**src/rtl/ysyx_23060096_ifu_pkg.sv**
```systemverilog
// Shared fetch-unit definitions: FSM encoding, the NOP used for fault slots and the reset PC.
// Reused by the IFU, the decoder and the testbench.
package ysyx_23060096_ifu_pkg;

    typedef enum logic [1:0] {
        IFU_REQ  = 2'd0,
        IFU_WAIT = 2'd1,
        IFU_HOLD = 2'd2
    } ifu_state_e;

    localparam logic [31:0] NOP_INST         = 32'h0000_0013;
    localparam logic [31:0] DEFAULT_RESET_PC = 32'h8000_0000;

    function automatic logic is_misaligned(input logic [31:0] addr);
        return addr[1:0] != 2'b00;
    endfunction

endpackage

```
**src/rtl/ysyx_23060096_pc_reg.sv**
```systemverilog
// Program counter register: reset value, redirect load (highest priority) and +4 step.
module ysyx_23060096_pc_reg
    import ysyx_23060096_ifu_pkg::*;
#(
    parameter int                XLEN     = 32,
    parameter logic [XLEN-1:0]   RESET_PC = DEFAULT_RESET_PC
) (
    input  logic            clk,
    input  logic            rst,
    input  logic            load,
    input  logic [XLEN-1:0] load_pc,
    input  logic            incr,
    output logic [XLEN-1:0] pc
);

    localparam logic [XLEN-1:0] STEP = XLEN'(4);

    // Addition wraps naturally at 2^XLEN.
    always_ff @(posedge clk) begin
        if (rst) begin
            pc <= RESET_PC;
        end else if (load) begin
            pc <= load_pc;
        end else if (incr) begin
            pc <= pc + STEP;
        end
    end

endmodule

```
**src/rtl/ysyx_23060096_ifu.sv**
```systemverilog
// Instruction fetch unit: single-outstanding fetch FSM with redirect/kill handling and a
// registered instruction slot presented to decode.
module ysyx_23060096_ifu
    import ysyx_23060096_ifu_pkg::*;
#(
    parameter int              XLEN     = 32,
    parameter logic [XLEN-1:0] RESET_PC = DEFAULT_RESET_PC
) (
    input  logic            clk,
    input  logic            rst,
    output logic            mem_req_valid,
    input  logic            mem_req_ready,
    output logic [XLEN-1:0] mem_req_addr,
    input  logic            mem_rsp_valid,
    input  logic [XLEN-1:0] mem_rsp_data,
    input  logic            mem_rsp_err,
    output logic            inst_valid,
    input  logic            inst_ready,
    output logic [XLEN-1:0] inst,
    output logic [XLEN-1:0] inst_pc,
    output logic            inst_fault,
    input  logic            redirect_valid,
    input  logic [XLEN-1:0] redirect_pc
);

    ifu_state_e      state, state_n;
    logic            kill, kill_n;
    logic            run_q;
    logic [XLEN-1:0] pc;
    logic [XLEN-1:0] inst_q, inst_pc_q;
    logic            fault_q;
    logic            req_fire, misalign;
    logic            cap_rsp, cap_nop, pc_incr;

    ysyx_23060096_pc_reg #(
        .XLEN     (XLEN),
        .RESET_PC (RESET_PC)
    ) u_pc_reg (
        .clk     (clk),
        .rst     (rst),
        .load    (redirect_valid),
        .load_pc (redirect_pc),
        .incr    (pc_incr),
        .pc      (pc)
    );

    // run_q keeps requests off during the first cycle after reset is sampled; a pending
    // kill blocks new requests until the stale response has drained.
    assign mem_req_valid = run_q && (state == IFU_REQ) && !kill;
    assign mem_req_addr  = pc;
    assign inst_valid    = (state == IFU_HOLD);
    assign inst          = inst_q;
    assign inst_pc       = inst_pc_q;
    assign inst_fault    = fault_q;

    assign req_fire = mem_req_valid && mem_req_ready;
    assign misalign = redirect_valid && is_misaligned(32'(redirect_pc));

    always_comb begin
        state_n = state;
        kill_n  = kill;
        cap_rsp = 1'b0;
        cap_nop = 1'b0;
        pc_incr = 1'b0;
        // A killed response that shows up after a misaligned redirect left WAIT.
        if (kill && mem_rsp_valid && state != IFU_WAIT) begin
            kill_n = 1'b0;
        end
        case (state)
            IFU_REQ: begin
                if (redirect_valid) begin
                    if (misalign) begin
                        state_n = IFU_HOLD;
                        cap_nop = 1'b1;
                        kill_n  = kill_n | req_fire;
                    end else if (req_fire) begin
                        state_n = IFU_WAIT;
                        kill_n  = 1'b1;
                    end
                end else if (req_fire) begin
                    state_n = IFU_WAIT;
                end
            end
            IFU_WAIT: begin
                if (redirect_valid) begin
                    kill_n = !mem_rsp_valid;
                    if (misalign) begin
                        state_n = IFU_HOLD;
                        cap_nop = 1'b1;
                    end else if (mem_rsp_valid) begin
                        state_n = IFU_REQ;
                    end
                end else if (mem_rsp_valid) begin
                    if (kill) begin
                        kill_n  = 1'b0;
                        state_n = IFU_REQ;
                    end else begin
                        cap_rsp = 1'b1;
                        state_n = IFU_HOLD;
                    end
                end
            end
            IFU_HOLD: begin
                if (redirect_valid) begin
                    if (misalign) begin
                        cap_nop = 1'b1;
                    end else begin
                        state_n = IFU_REQ;
                    end
                end else if (inst_ready) begin
                    pc_incr = 1'b1;
                    state_n = IFU_REQ;
                end
            end
            default: begin
                state_n = IFU_REQ;
            end
        endcase
    end

    always_ff @(posedge clk) begin
        if (rst) begin
            state     <= IFU_REQ;
            kill      <= 1'b0;
            run_q     <= 1'b0;
            inst_q    <= '0;
            inst_pc_q <= RESET_PC;
            fault_q   <= 1'b0;
        end else begin
            state <= state_n;
            kill  <= kill_n;
            run_q <= 1'b1;
            if (cap_rsp) begin
                inst_q    <= mem_rsp_data;
                inst_pc_q <= pc;
                fault_q   <= mem_rsp_err;
            end else if (cap_nop) begin
                inst_q    <= XLEN'(NOP_INST);
                inst_pc_q <= redirect_pc;
                fault_q   <= 1'b1;
            end
        end
    end

endmodule
```
**config.mk**
```make
export PLATFORM = sky130hd
export DESIGN_NAME = ysyx_23060096_ifu
export DESIGN_NICKNAME = d
export VERILOG_FILES = /design/src/rtl/ysyx_23060096_ifu_pkg.sv /design/src/rtl/ysyx_23060096_pc_reg.sv /design/src/rtl/ysyx_23060096_ifu.sv
export SDC_FILE = /design/constraint.sdc
export NUM_CORES = 1
export LEC_CHECK = 0
export CORE_UTILIZATION = 35
export CTS_CLUSTER_SIZE = 12
export DETAILED_ROUTE_END_ITERATION = 8
export PLACE_DENSITY_LB_ADDON = 0.1
export SLEW_MARGIN = 20
export SYNTH_ARGS = -nofsm -noshare
export SYNTH_HDL_FRONTEND = slang
export SYNTH_HIERARCHICAL = 1
export SYNTH_SLANG_ARGS = --single-unit
```
**constraint.sdc**
```tcl
create_clock -name clk -period 3.66 [get_ports clk]
set_clock_uncertainty 0.2 [all_clocks]
set_input_delay 0.366 -clock clk [delete_from_list [all_inputs] [get_ports clk]]
set_output_delay 0.366 -clock clk [all_outputs]
set_load 0.01 [all_outputs]
```
==> results.yml <==
run:
  max-cap-violations: 0
clock_network:
  cts_max_level: 3
  cts-root-buf: "clkbuf_16"
  clk_pin_slew_ps: 70
  cts_tree: "done"
  clock-sinks: 101
  cts_setup_buffers: 0
  cts_hold_buf: 0
  clk_latency_ps: 350
  cts.repair.resized: 0
  numCtsBuffers: 9
  clock_path_buffers: 2
drt:
  drt_iter0_drc: 308
  dr.pass1.iters: 5
  route.vias.total: 4727
  drc: 0
  drt-total-wl_um: 14300
  wl_per_cell_um: 16.2
  ant_nets: 0
  via_per_inst: 5.36
yosys:
  synth.avg_cell_area_um2: 8.32
  synth-seq-area-share_pct: 43.5
  yosys_warnings: 6
  syn_area_mm2: 0.00465
  synthSimpleGateAreaFrac_pct: 26.9
  synth_mux_area_share_pct: 0.646
  synthMostInstantiatedCell: "dfxtp_1"
  synth_compound_area_share_pct: 20.8
  synth_xor_area_share_pct: 1.70
  ys_ff_latch: 101
  synth_largest_area_cell: "dfxtp_1"
  synth_top_family_by_area: "simple AND/OR/NAND/NOR gates"
  synthCells: 559
  synth_nets: 631
  synthAdderAreaFrac_pct: 0.269
  synth_edf_count: 0
  synth_top_area_share_pct: 43.5
  synthArstFlopShare_pct: 0
  synthFlopType: "dfxtp_1"
  yosys-top-cells-count: "dfxtp_1 (101), nor2_1 (91), nand2_1 (79), a311oi_1 (43), a22oi_1 (32)"
  synth_cell_types: 54
  synthTopCellsByArea: "dfxtp_1 (43%), a311oi_1 (8.1%), nor2_1 (7.3%)"
setup_path:
  cp-startpoint: "state[1]"
  crit_end: "u_pc_reg/pc[17]"
  r2r-end: "u_pc_reg/pc[17]"
  r2r_start: "state[1]"
  critPathKind: "register to register"
  cp-end-kind: "register"
  start_kind: "register"
  r2r_slack_ps: 680
  crit_fanout: 9
  cp.arrival_ps: 3020
  required_ps: 3700
  worst-r2r-cell-count: 7
place:
  dpl.hpwl_um: 9560
  port_buffers: 169
  dpl_cell_area_mm2: 0.00641
  gp_congestion: 0.855
global_routing:
  overflow: 0
  grt_pass1_wl_um: 22000
  grt_pass1_vias: 4429
  grt_max_degree: 107
  antenna_found_initial: 0
  grt_util_all_layers_pct: 20.6
outcome:
  status: "completed"
cells_and_area:
  final_nets: 777
  multiInputGateArea_mm2: 0.00234
  area_delta_synth_final_pct: 45.0
  design_area_mm2: 0.00674
  fillCellCount: 1194
  seq_area_mm2: 0.00202
  insertedDiodeCount: 0
  drive_gt1_share_pct: 5.21
  fin_util_pct: 52.8
sta:
  setup_tns_ps: 0
  timing.fmax_ghz: 0.335
  drv_slew: 0
  rsz0062_at_grt: "false"
  worst_slew_margin_rel_pct: 26.7
  hold_viol: 0
  period_share_pct: 81.4
  setup_violations: 0
  fin_crit_ps: 2980
  tightest_slew_ps: 1100
floorplan:
  design.core.area_mm2: 0.0128
  rows: 41
  die_x_um: 117
  die_y_um: 117
  design.die.area_mm2: 0.0137
  start_util_pct: 36.4
  io_pins: 170
min_path:
  hold_depth: 2
  hp-class: "register to register"
power_and_ir_drop:
  p_leak_nw: 2.34
  power_density_mw_per_mm2: 397
  ir_drop_uv: 261
registers in the layout (all words and copies together) (netlist names):
signal	flops
state	2
kill	1
inst_pc	32
inst	32
inst_fault	1
run_q	1
u_pc_reg/pc	32
critical path, cell delays in order, from the launching register on:
cell and delay (ps):
dfxtp_1 490, inv_1 130, nor3_1 230, buf_4 210
nand4_1 340, or4_1 650, or3_1 340, a311oi_1 290
routing by layer:
metal	track usage, %	share of wire, %
met4	6.84	1.3
met1	25.9	45
met3	5.20	6.3
met5	0	0
met2	34.5	48
logic make-up (layout without fill, tap and decap cells):
group                    Yosys count  count (layout)
buffers and inverters             58             209
adder cells (fa/ha/maj)            1               1
AO/OA/AOI/OAI                    125             125
AND/OR/NAND/NOR                  262             262
multiplexers                       3               3
flip-flops                       101             101
XOR/XNOR                           9               9
placed cells by master, fill, tap and decap left out, types with 3 or more instances in the layout:
master and n:
buf_4 10, dfxtp_1 101, mux2i_1 3, nor4_1 6, clkbuf_16 9, o21ai_0 9
and4_1 4, xnor2_1 7, nor3_1 18, a311oi_1 43, a21oi_1 11, a211oi_1 9
inv_1 14, nand2b_1 3, a22oi_1 32, nor2b_1 3, nand2_1 79, o31ai_1 4
a2111oi_0 7, nor4b_1 4, or3_1 11, or4_1 5, nor2_1 91, and3_1 4
nand4_1 10, clkdlybuf4s50_1 168, nand3_1 8
stage by stage:
stage	power (mW)	hold slack (ps)	setup WS, ps	cells
2_1_floorplan	1.40	268	1110	559
3_3_place_gp	1.63	244	532	866
3_5_place_dp	1.64	252	436	866
4_1_cts	2.70	262	715	882
5_1_grt	2.80	282	565	882
6_report	2.68	260	679	882
power breakdown:
group,switching [mW],internal [mW]
Sequential,0.0659,1.15
Clock,0.422,0.638
Combinational,0.178,0.216
Total,0.666,2.01
cell type report:
type,count,area share [%]
Clock inverter,5,1.21
Multi-Input combinational cell,400,34.7
Timing Repair Buffer,179,26.4
Clock buffer,11,3.75
Tap cell,172,3.19
Sequential cell,101,30.0
Inverter,14,0.780
worst min path at each step:
stage,endpoint,from,slack [ps]
floorplan,kill,kill,270
global placement,inst_pc[0],inst_pc[0],240
detailed placement,inst_pc[18],inst_pc[18],250
CTS,inst_pc[18],inst_pc[18],260
global route,inst_pc[1],inst_pc[1],280
finish,inst_pc[18],inst_pc[18],260
Power figures use the tool's default switching activity.
